**src/rtl/word_serializer.sv**
```systemverilog
// Parallel-to-serial front end: accepts a WIDTH-bit word over load/ready and shifts it out
// one bit per clock, reloading on the final bit so consecutive words stream without a gap.
module word_serializer #(
    parameter int unsigned WIDTH     = 8,
    parameter bit          MSB_FIRST = 1'b1,
    parameter bit          IDLE_BIT  = 1'b0
) (
    input  logic             clk,
    input  logic             rst,
    input  logic [WIDTH-1:0] din_i,
    input  logic             load_i,
    input  logic             abort_i,
    output logic             ready_o,
    output logic             sout_o,
    output logic             sout_valid_o,
    output logic             last_o
);
    localparam int unsigned     CntW    = $clog2(WIDTH);
    localparam logic [CntW-1:0] CntLast = CntW'(WIDTH - 1);

    typedef enum logic [0:0] {StIdle, StShift} state_e;

    state_e           state_q, state_d;
    logic [WIDTH-1:0] sreg_q, sreg_d;
    logic [CntW-1:0]  cnt_q, cnt_d;
    logic             busy;
    logic             at_last;
    logic             accept;
    logic [WIDTH-1:0] sreg_shifted;

    assign busy    = (state_q == StShift);
    assign at_last = busy && (cnt_q == CntLast);
    assign accept  = load_i && ready_o;

    // Shift toward the output end, zero-filling the vacated bit.
    assign sreg_shifted = MSB_FIRST ? {sreg_q[WIDTH-2:0], 1'b0} : {1'b0, sreg_q[WIDTH-1:1]};

    always_comb begin
        ready_o      = !abort_i && (!busy || at_last);
        sout_valid_o = busy;
        last_o       = at_last;
        if (busy) begin
            sout_o = MSB_FIRST ? sreg_q[WIDTH-1] : sreg_q[0];
        end else begin
            sout_o = IDLE_BIT;
        end
    end

    always_comb begin
        state_d = state_q;
        sreg_d  = sreg_q;
        cnt_d   = cnt_q;
        if (abort_i) begin
            state_d = StIdle;
            cnt_d   = '0;
        end else begin
            unique case (state_q)
                StIdle: begin
                    if (accept) begin
                        sreg_d  = din_i;
                        cnt_d   = '0;
                        state_d = StShift;
                    end
                end
                StShift: begin
                    if (cnt_q != CntLast) begin
                        sreg_d = sreg_shifted;
                        cnt_d  = cnt_q + 1'b1;
                    end else if (accept) begin
                        sreg_d = din_i;
                        cnt_d  = '0;
                    end else begin
                        cnt_d   = '0;
                        state_d = StIdle;
                    end
                end
                default: begin
                    state_d = StIdle;
                    cnt_d   = '0;
                end
            endcase
        end
    end

    always_ff @(posedge clk or posedge rst) begin
        if (rst) begin
            state_q <= StIdle;
            sreg_q  <= '0;
            cnt_q   <= '0;
        end else begin
            state_q <= state_d;
            sreg_q  <= sreg_d;
            cnt_q   <= cnt_d;
        end
    end

endmodule

```
**config.mk**
```make
export PLATFORM = sky130hd
export DESIGN_NAME = word_serializer
export DESIGN_NICKNAME = d
export VERILOG_FILES = /design/src/rtl/word_serializer.sv
export SDC_FILE = /design/constraint.sdc
export NUM_CORES = 1
export LEC_CHECK = 0
export CAP_MARGIN = 20
export CORE_MARGIN = 5
export CORE_UTILIZATION = 46
export CTS_CLUSTER_DIAMETER = 50
export DETAILED_ROUTE_END_ITERATION = 8
export PLACE_DENSITY = 0.75
export SYNTH_ARGS = -nofsm -noshare
export SYNTH_HDL_FRONTEND = slang
export SYNTH_SLANG_ARGS = --single-unit
export TNS_END_PERCENT = 100
```
**constraint.sdc**
```tcl
create_clock -name clk -period 2 [get_ports clk]
set_clock_uncertainty 0.05 [all_clocks]
set_input_delay 0.4 -clock clk [delete_from_list [all_inputs] [get_ports clk]]
set_output_delay 0.4 -clock clk [all_outputs]
set_load 0.01 [all_outputs]
```
==> summary.md <==
| Metric | Value |
|---|---|
| Floorplan row count | `13` |
| Final worst path period need | `1.93 ns` |
| Wire length per cell after detailed routing | `15.5 um` |
| Data required time at the worst endpoint | `1.55 ns` |
| Antenna diode count | `0` |
| Post-Place Cell Area | `812 sq um` |
| Sequential fraction of design power | `51.1%` |
| Number of H-tree levels | `1` |
| Root buffer cell | `clkbuf_4` |
| Worst slew pin tran | `0.476 ns` |
| Global-route wire length before repair | `2.43 mm` |
| Cell Pwr Density | `647 nW/um^2` |
| Number of max-cap violations | `0` |
| Syn avg cell area | `11.7 sq um` |
| Clk sink count | `12` |
| Area overhead of the layout relative to synthesis | `32.2%` |
| Antenna-violating nets left | `0` |
| Antenna violations before repair | `0` |
| Kind of launch point of the worst setup path | `flip-flop` |
| Comb pwr share | `22.0%` |
| Maximum vdd ir drop | `333 uV` |
| Net switching component of the power | `146 uW` |
| Post-route cell area | `863 sq um` |
| Worst Setup End Kind | `primary output` |
| Final worst-path setup slack | `0.0706 ns` |
| Cell-internal power | `412 uW` |
| Pin count of the biggest net entering global routing | `13` |
| Share of cells above drive strength 1 | `28.6%` |
| DIE WIDTH | `47.7 um` |
| All-layer global routing usage | `16.0%` |
| Share of the yosys chip area belonging to registers | `46.0%` |
| Number of violations reported at the end of detailed-routing iteration 0 | `13` |
| Accumulated negative setup slack | `0 ns` |
| Commonest cells after routing, fill and taps aside | `clkdlybuf4s50_1, dfrtp_1, o2bb2ai_1, and3b_2, a31oi_1` |
| Count of input and output buffers | `15` |
| Most frequent standard cell in the layout excluding fill and tap cells | `clkdlybuf4s50_1` |
| Routability congestion estimate | `0.753` |
| Maximum clock path buffer count | `2` |
| Highest clock rate | `0.518 GHz` |
| Final Slew Violations | `0` |
| Clock tree from TritonCTS | `yes` |
| Part of the total power dissipated in the clock network | `26.8%` |
| Category of the critical setup timing path | `flip-flop to primary output` |
| Setup slack at placement | `0.0762 ns` |
| Clock latency on the worst-skew pair | `0.28 ns` |
| Data arrival time at the worst-slack endpoint | `1.48 ns` |
| Period utilization | `96.5%` |
| Num ports | `16` |
| Net count of the mapped netlist | `70` |
| Final net count | `93` |
| Chip Height | `47.7 um` |
| DR DRC count | `0` |
| Starting Density | `49.6%` |
| Number of buffers created by CTS | `3` |
| Post-Synthesis Cells | `56` |
| Overall die area | `2270 sq um` |
| Number of global-route vias before repair | `557` |
| Setup repair after global routing missed its margin | `false` |
| Placed wire-length estimate after detailed placement | `1.02 mm` |
| Number of buffers added to fix hold violations after cts | `0` |
| Clock slew at reported path FFs | `0.07 ns` |
| Yosys Warn Count | `0` |
| Remaining global-route overflow | `0` |
| Area of the core | `1320 sq um` |
| First-pass iteration count of the detailed router | `4` |
| Number of register bits inferred by synthesis | `12` |
| Fin. Hold Viols | `0` |
| Final Setup Violations | `0` |
| Type of the worst min-delay path | `input pin to async pin` |
| Result of the run | `finished clean` |
| Final Routed Wirelength | `1.43 mm` |
| Leakage dissipation | `0.000390 uW` |
| Post-Syn Area | `653 sq um` |
| DR vias | `529` |
| Fraction of power spent switching nets | `26.2%` |
| Relative slew margins | `68.2%` |
| Maximum fanout encountered on the critical timing path | `11` |
| Number of vias per cell | `5.75` |
| Distinct cell type count after synthesis | `20` |
[critical path: stages (launching register included)]
cell	delay, ns
dfrtp_1	0.40
buf_6	0.15
and2_1	0.12
clkdlybuf4s50_1	0.53
[Yosys cell counts, drive strengths merged]
cell | number | share of area [%]
a31oi | 7 | 6.7
dfrtp | 12 | 46
and3b | 7 | 11
and2 | 2 | 2.1
nor2b | 1 | 1.3
o21bai | 1 | 2.9
nor2 | 5 | 2.9
nand2b | 1 | 0.96
buf | 3 | 5.6
o2bb2ai | 8 | 11
nand3 | 1 | 0.77
clkbuf | 1 | 0.57
ha | 2 | 3.8
a22oi | 2 | 2.3
inv | 2 | 1.1
mux2i | 1 | 1.5
[metrics by stage]
stage                     cells  utilization (%)  total power (uW)  hold slack [ns]
after floorplan              56                -               361            0.215
after global placement       86             61.6               404            0.414
after detailed placement     86             61.6               407            0.425
after CTS                    91             64.5               564            0.390
after global routing         92             65.5               598            0.405
final                        92             65.5               558            0.382
[what timing repair did]
action                     4_1_cts  5_1_grt
setup endpoints to repair        2        3
setup buffers                    2        1
resized for setup                3        3
pin swaps                        0        0
[kinds of logic after synthesis]
logic type                 count (synthesis)  synth area share (%)
AOI/OAI and AO/OA                         18                  22.6
adders and majority gates                  2                  3.83
buffers and inverters                      6                  7.28
DFF                                       12                  46.0
muxes                                      1                  1.53
and+or+nand+nor                           17                  18.8
[per-layer routing]
metal | GRT usage [%] | share of wire (%) | vias up
met5 | 0 | 0 | -
met4 | 11.3 | 3.1 | 0
met3 | 2.63 | 4.1 | 5
met2 | 25.3 | 47 | 12
met1 | 19.5 | 46 | 256
li1 | - | - | 256
[power groups by stage]
| stage | registers (uW) | logic (uW) | clock network, uW |
|---|---|---|---|
| 6_report | 286 | 123 | 150 |
| 5_1_grt | 289 | 135 | 174 |
| 4_1_cts | 285 | 120 | 159 |
| 3_5_place_dp | 291 | 116 | 0 |
| 3_3_place_gp | 289 | 114 | 0 |
| 2_1_floorplan | 287 | 74.4 | 0 |
[sequential cells by signal (all words and copies together), names as in the netlist]
signal	flops
sreg_q	8
sout_valid_o	1
cnt_q	3
[final timing paths]
path / from / slack [ns] / endpoint / depth (start not counted)
hold / removal: rst / 0.38 / sreg_q[5]$_DFFE_PP0N_ / 2
min in group clk: sreg_q[4]$_DFFE_PP0N_ / 0.44 / sreg_q[4]$_DFFE_PP0N_ / 1
setup / recovery: sout_valid_o$_DFF_PP0_ / 0.07 / sout_o / 3
max in group asynchronous: rst / 1.20 / cnt_q[1]$_DFFE_PP0P_ / 2
hold reg to reg: sreg_q[4]$_DFFE_PP0N_ / 0.44 / sreg_q[4]$_DFFE_PP0N_ / 1
setup reg to reg: cnt_q[0]$_DFFE_PP0P_ / 0.29 / sreg_q[7]$_DFFE_PP0N_ / 6
[area by class of cell]
| cell class | instances | area, sq um |
|---|---|---|
| clock buffers | 3 | 22.5 |
| fillers | 101 | 454 |
| well taps | 15 | 18.8 |
| inverters | 2 | 7.51 |
| multi-input cells | 38 | 308 |
| flip-flops and latches | 12 | 300 |
| repair buffers | 22 | 206 |
(Power assumes the default switching activity.)
==> RTL change 1 (config.mk and constraints unchanged) <==
Reset style: synchronous (`rst`), changed in one clocked block.
--- a/src/rtl/word_serializer.sv
+++ b/src/rtl/word_serializer.sv
@@ -82,7 +82,7 @@
         end
     end
 
-    always_ff @(posedge clk or posedge rst) begin
+    always_ff @(posedge clk) begin
         if (rst) begin
             state_q <= StIdle;
             sreg_q  <= '0;
Check against the original RTL: differs if rst is asserted again (counterexample within 4 cycles, from zero or initial values and one cycle with rst high); with rst held inactive, the same outputs for 10 cycles.
==> RTL change 1 against the unedited design <==
  * Worst setup slack improved by 0.029 ns
  * Hold slack better by 0.038 ns
  * Sequential power shrank 9.1%
  * Die area stayed put
  * Sequential share of layout area down 6.7 points
  * Utilization fell by 0.57 points
  * Power decreased by 9.4%
  * First-iteration DRC count unchanged
  * Wire length decreased by 6.5%
  * Final area down 0.87%
  * Synthesized area unchanged
  * Sequential cell count unchanged
  * Critical endpoint is now last_o
==> RTL change 1: results (changes against the unedited design) <==
* Rel. slew slack at 77.5% (was 68.2%)
* Final period util at 95.0% (was 96.5%)
* Power in combinational cells at 0.0000975 W (was 0.000123 W)
* Static Leak at 0.354 nW (was 0.390 nW)
* GRT Total Usage at 14.8% (was 16.0%)
* Post-synthesis sequential area ratio at 36.8% (was 46.0%)
* Via density at 5.25 (was 5.75)
* Hpwl dp at 936 um (was 1020 um)
* Synth cell count leaders: dfxtp_1 (12), nand2b_1 (12), a2bb2oi_1 (6) (was dfrtp_1 (12), o2bb2ai_1 (8), a31oi_1 (7), and3b_2 (7), nor2_1 (5))
* Synth Area in Compound Gates at 14.9% (was 22.6%)
* Largest cells by area after synthesis: dfxtp_1 (37%), nand2b_1 (11%), a2bb2oi_1 (8.0%), mux2_1 (6.9%), ha_1 (3.8%) (was dfrtp_1 (46%), and3b_2 (11%), o2bb2ai_1 (11%), a31oi_1 (6.7%), ha_1 (3.8%))
* Routability cong. at 0.736 (was 0.753)
* Multiplexer area fraction after synthesis at 11.7% (was 1.53%)
* Inserted Clock Buffers at 3 (unchanged)
* Worst slack, placed at 0.0811 ns (was 0.0762 ns)
* CP max stage cell: dfxtp_1 (was clkdlybuf4s50_1)
* Sequential power at 0.000260 W (was 0.000286 W)
* H-tree lvl count at 1 (unchanged)
* Clock latency on the worst-skew pair at ~0.27 ns
* Vias in the first global route at 540 (was 557)
* Sw power at 0.000123 W (was 0.000146 W)
* Critical Path Start: cnt_q[0]$_SDFFE_PP0P_ (was sout_valid_o$_DFF_PP0_)
* Asr flop ratio synth at 0% (was 100%)
* Primary FF master, synth: dfxtp_1 (was dfrtp_1)
* CP startpoint kind: flop (unchanged)
* Wire per inst at 12.9 um (was 15.5 um)
* Fraction of layout instances using a drive strength above 1 at 15.9% (was 28.6%)
* First-pass GRT wire length at 2330 um (was 2430 um)
* R2r endpoint: sreg_q[5]$_SDFFE_PP0N_ (was sreg_q[7]$_DFFE_PP0N_)
* Initial antenna violation count at 0 (unchanged)
* Nets at 104 (was 93)
* Crit path capture: last_o (was sout_o)
* Count of cell types in the netlist at 23 (was 20)
* Filler Cells Inserted at 125 (was 101)
* Crit Path Max Fanout at 3 (was 11)
* Syn nets at 83 (was 70)
* Pin count of the biggest net entering global routing at 14 (was 13)
* Status: complete, no violations (unchanged)
* Critical path's largest stage delay at 0.33 ns (was 0.53 ns)
* Hold Path Class: reg -> reg (was in -> async)
* Crit path max-delay family: adder cells (was buffers and inverters)
* Reg2reg path depth at 5 (was 6)
* Worst EP arrival at 1.45 ns (was 1.48 ns)
* DP Area at 826 um^2 (was 812 um^2)
* Max VDD drop at 0.000510 V (was 0.000333 V)
RTL change 1: layer usage:
metal	share of wire, %	global-route usage [%]	vias up
li1	-	-	277
met1	43	17.2	247
met2	50	25.1	13
met3	5.8	4.89	4
met4	1.7	5.91	0
met5	0	0	-
RTL change 1: through the flow:
step / power, W / hold WS, ns / std cells
floorplan: 0.000322 / 0.394 / 69
global placement: 0.000361 / 0.405 / 99
detailed placement: 0.000362 / 0.408 / 99
CTS: 0.000511 / 0.420 / 103
global route: 0.000536 / 0.446 / 103
finish: 0.000506 / 0.420 / 103
RTL change 1: cell type report:
cell class / instances / area (um^2) / share of cell area [%]
multi-input combinational: 49 / 370 / 43.3
sequential: 12 / 240 / 28.1
timing repair buffer: 21 / 193 / 22.5
clock buffer: 3 / 22.5 / 2.63
tap: 15 / 18.8 / 2.19
inverter: 3 / 11.3 / 1.32
RTL change 1: timing repair:
action | CTS | global route
setup buffers | 1 | 0
gates resized for setup | 3 | 0
hold buffers | 0 | 0
endpoints found under the setup margin | 2 | 0
==> RTL change 2 (same settings) <==
Without the edit above. Change the parameter `WIDTH` from 8 to 16.
--- a/src/rtl/word_serializer.sv
+++ b/src/rtl/word_serializer.sv
@@ -1,7 +1,7 @@
 // Parallel-to-serial front end: accepts a WIDTH-bit word over load/ready and shifts it out
 // one bit per clock, reloading on the final bit so consecutive words stream without a gap.
 module word_serializer #(
-    parameter int unsigned WIDTH     = 8,
+    parameter int unsigned WIDTH     = 16,
     parameter bit          MSB_FIRST = 1'b1,
     parameter bit          IDLE_BIT  = 1'b0
 ) (
Ports: changed (resized din_i); port bits go from 16 to 24. The function was not compared with the original's and may differ.
==> RTL change 2 against the unedited design <==
  * Final area up 60%
  * Count of clock-buffer cells in the layout is the same
  * Final cell count rose by 60%
  * Sequential cell count up 9
  * Power grew 62%
  * Wire length up 64%
  * Synthesized area grew 65%
  * Worst setup slack better by 0.014 ns
==> RTL change 2: results (changes against the unedited design) <==
* Status: complete, no violations (unchanged)
* Placed insts at 141 (was 86)
* Worst-path clk slew at 0.12 ns (was 0.07 ns)
* R2R Setup Slk at 0.33 ns (was 0.29 ns)
* R2r endpoint: sreg_q[10]$_DFFE_PP0N_ (was sreg_q[7]$_DFFE_PP0N_)
* Routability cong. at 0.759 (was 0.753)
* Synth Area in Compound Gates at 20.8% (was 22.6%)
* Crit Path Max Fanout at 9 (was 11)
* Multiplexer area fraction after synthesis at 0% (was 1.53%)
* Pin count of the biggest net entering global routing at 22 (was 13)
* Final cell count without fillers at 147 (was 92)
* Count of cell types in the netlist at 25 (was 20)
* Port bufs at 23 (was 15)
* Post-synthesis sequential area ratio at 48.8% (was 46.0%)
* DR iter-0 viols at 21 (was 13)
* Syn avg cell area at 12.0 um^2 (was 11.7 um^2)
* Crit path capture: sout_valid_o (was sout_o)
* First-pass GRT wire length at 4280 um (was 2430 um)
* Largest cells by area after synthesis: dfrtp_1 (49%), a221o_1 (14%), and4b_1 (14%), buf_6 (4.2%), a21oi_1 (2.3%) (was dfrtp_1 (46%), and3b_2 (11%), o2bb2ai_1 (11%), a31oi_1 (6.7%), ha_1 (3.8%))
* Max FFs per register at 16 (was 8)
* Fraction of layout instances using a drive strength above 1 at 16.0% (was 28.6%)
* Vias in the first global route at 967 (was 557)
* Reg2reg path depth at 5 (was 6)
* Hpwl dp at 1680 um (was 1020 um)
* Synth cell count leaders: dfrtp_1 (21), a221o_1 (15), and4b_1 (15), a21oi_1 (5) (was dfrtp_1 (12), o2bb2ai_1 (8), a31oi_1 (7), and3b_2 (7), nor2_1 (5))
* Sw power at 0.000233 W (was 0.000146 W)
* Filler Cells Inserted at 201 (was 101)
* Syn nets at 111 (was 70)
* GRT Total Usage at 16.0% (about the same)
* DP Area at 1340 um^2 (was 812 um^2)
* Clock latency on the worst-skew pair at 0.30 ns (was 0.28 ns)
[RTL change 2: cells by family after synthesis]
kind of cell / after synthesis
compound gates: 25
fa+ha+maj: 1
buf+inv: 13
flops: 21
simple gates: 30
[RTL change 2: how the worst min path moves through the flow]
stage	end	cells after the start
global placement	sreg_q[15]$_DFFE_PP0N_	1
finish	sreg_q[7]$_DFFE_PP0N_	3
CTS	sreg_q[11]$_DFFE_PP0N_	3
floorplan	cnt_q[0]$_DFFE_PP0P_	1
detailed placement	sreg_q[6]$_DFFE_PP0N_	1
global route	sreg_q[7]$_DFFE_PP0N_	3
[RTL change 2: cell type report]
type                       count  area share [%]
clock buffer                   3            1.63
clock inverter                 1           0.362
inverter                       4            1.09
multi-input combinational     56            34.2
sequential                    21            38.0
tap                           28            2.53
timing repair buffer          34            22.2
[RTL change 2: power groups by stage]
stage | sequential [W] | clock (W) | combinational, W
finish | 0.000517 | 0.000202 | 0.000187
global route | 0.000527 | 0.000234 | 0.000206
CTS | 0.000516 | 0.000213 | 0.000189
detailed placement | 0.000524 | 0 | 0.000187
global placement | 0.000524 | 0 | 0.000180
floorplan | 0.000513 | 0 | 0.000115
[RTL change 2: routing by layer]
layer	wire length [um]	track usage [%]	vias to the layer above
met1	1030	20.6	417
met3	114	2.63	4
li1	-	-	418
met2	1160	27.1	22
met5	0	0	-
met4	28	5.30	0
[RTL change 2: through the flow]
stage	worst slack [ns]	util, %	hold slack (ns)	TNS (ns)
2_1_floorplan	0.487	-	0.327	0
3_3_place_gp	-0.00216	60.2	0.438	-0.00277
3_5_place_dp	-0.0352	60.2	0.443	-0.271
4_1_cts	0.0566	62.1	0.365	0
5_1_grt	0.00524	61.9	0.389	0
6_report	0.0851	61.9	0.360	0
[RTL change 2: worst max-delay path, cell delays in order (launching register included)]
cell and delay (ns):
dfrtp_1 0.45, buf_4 0.18, clkdlybuf4s50_1 0.54
[RTL change 2: timing repair]
| item | 4_1_cts | 5_1_grt |
|---|---|---|
| setup endpoints to repair | 2 | 1 |
| setup buffers | 2 | 0 |
| hold buffers | 0 | 0 |
| resized for setup | 3 | 2 |
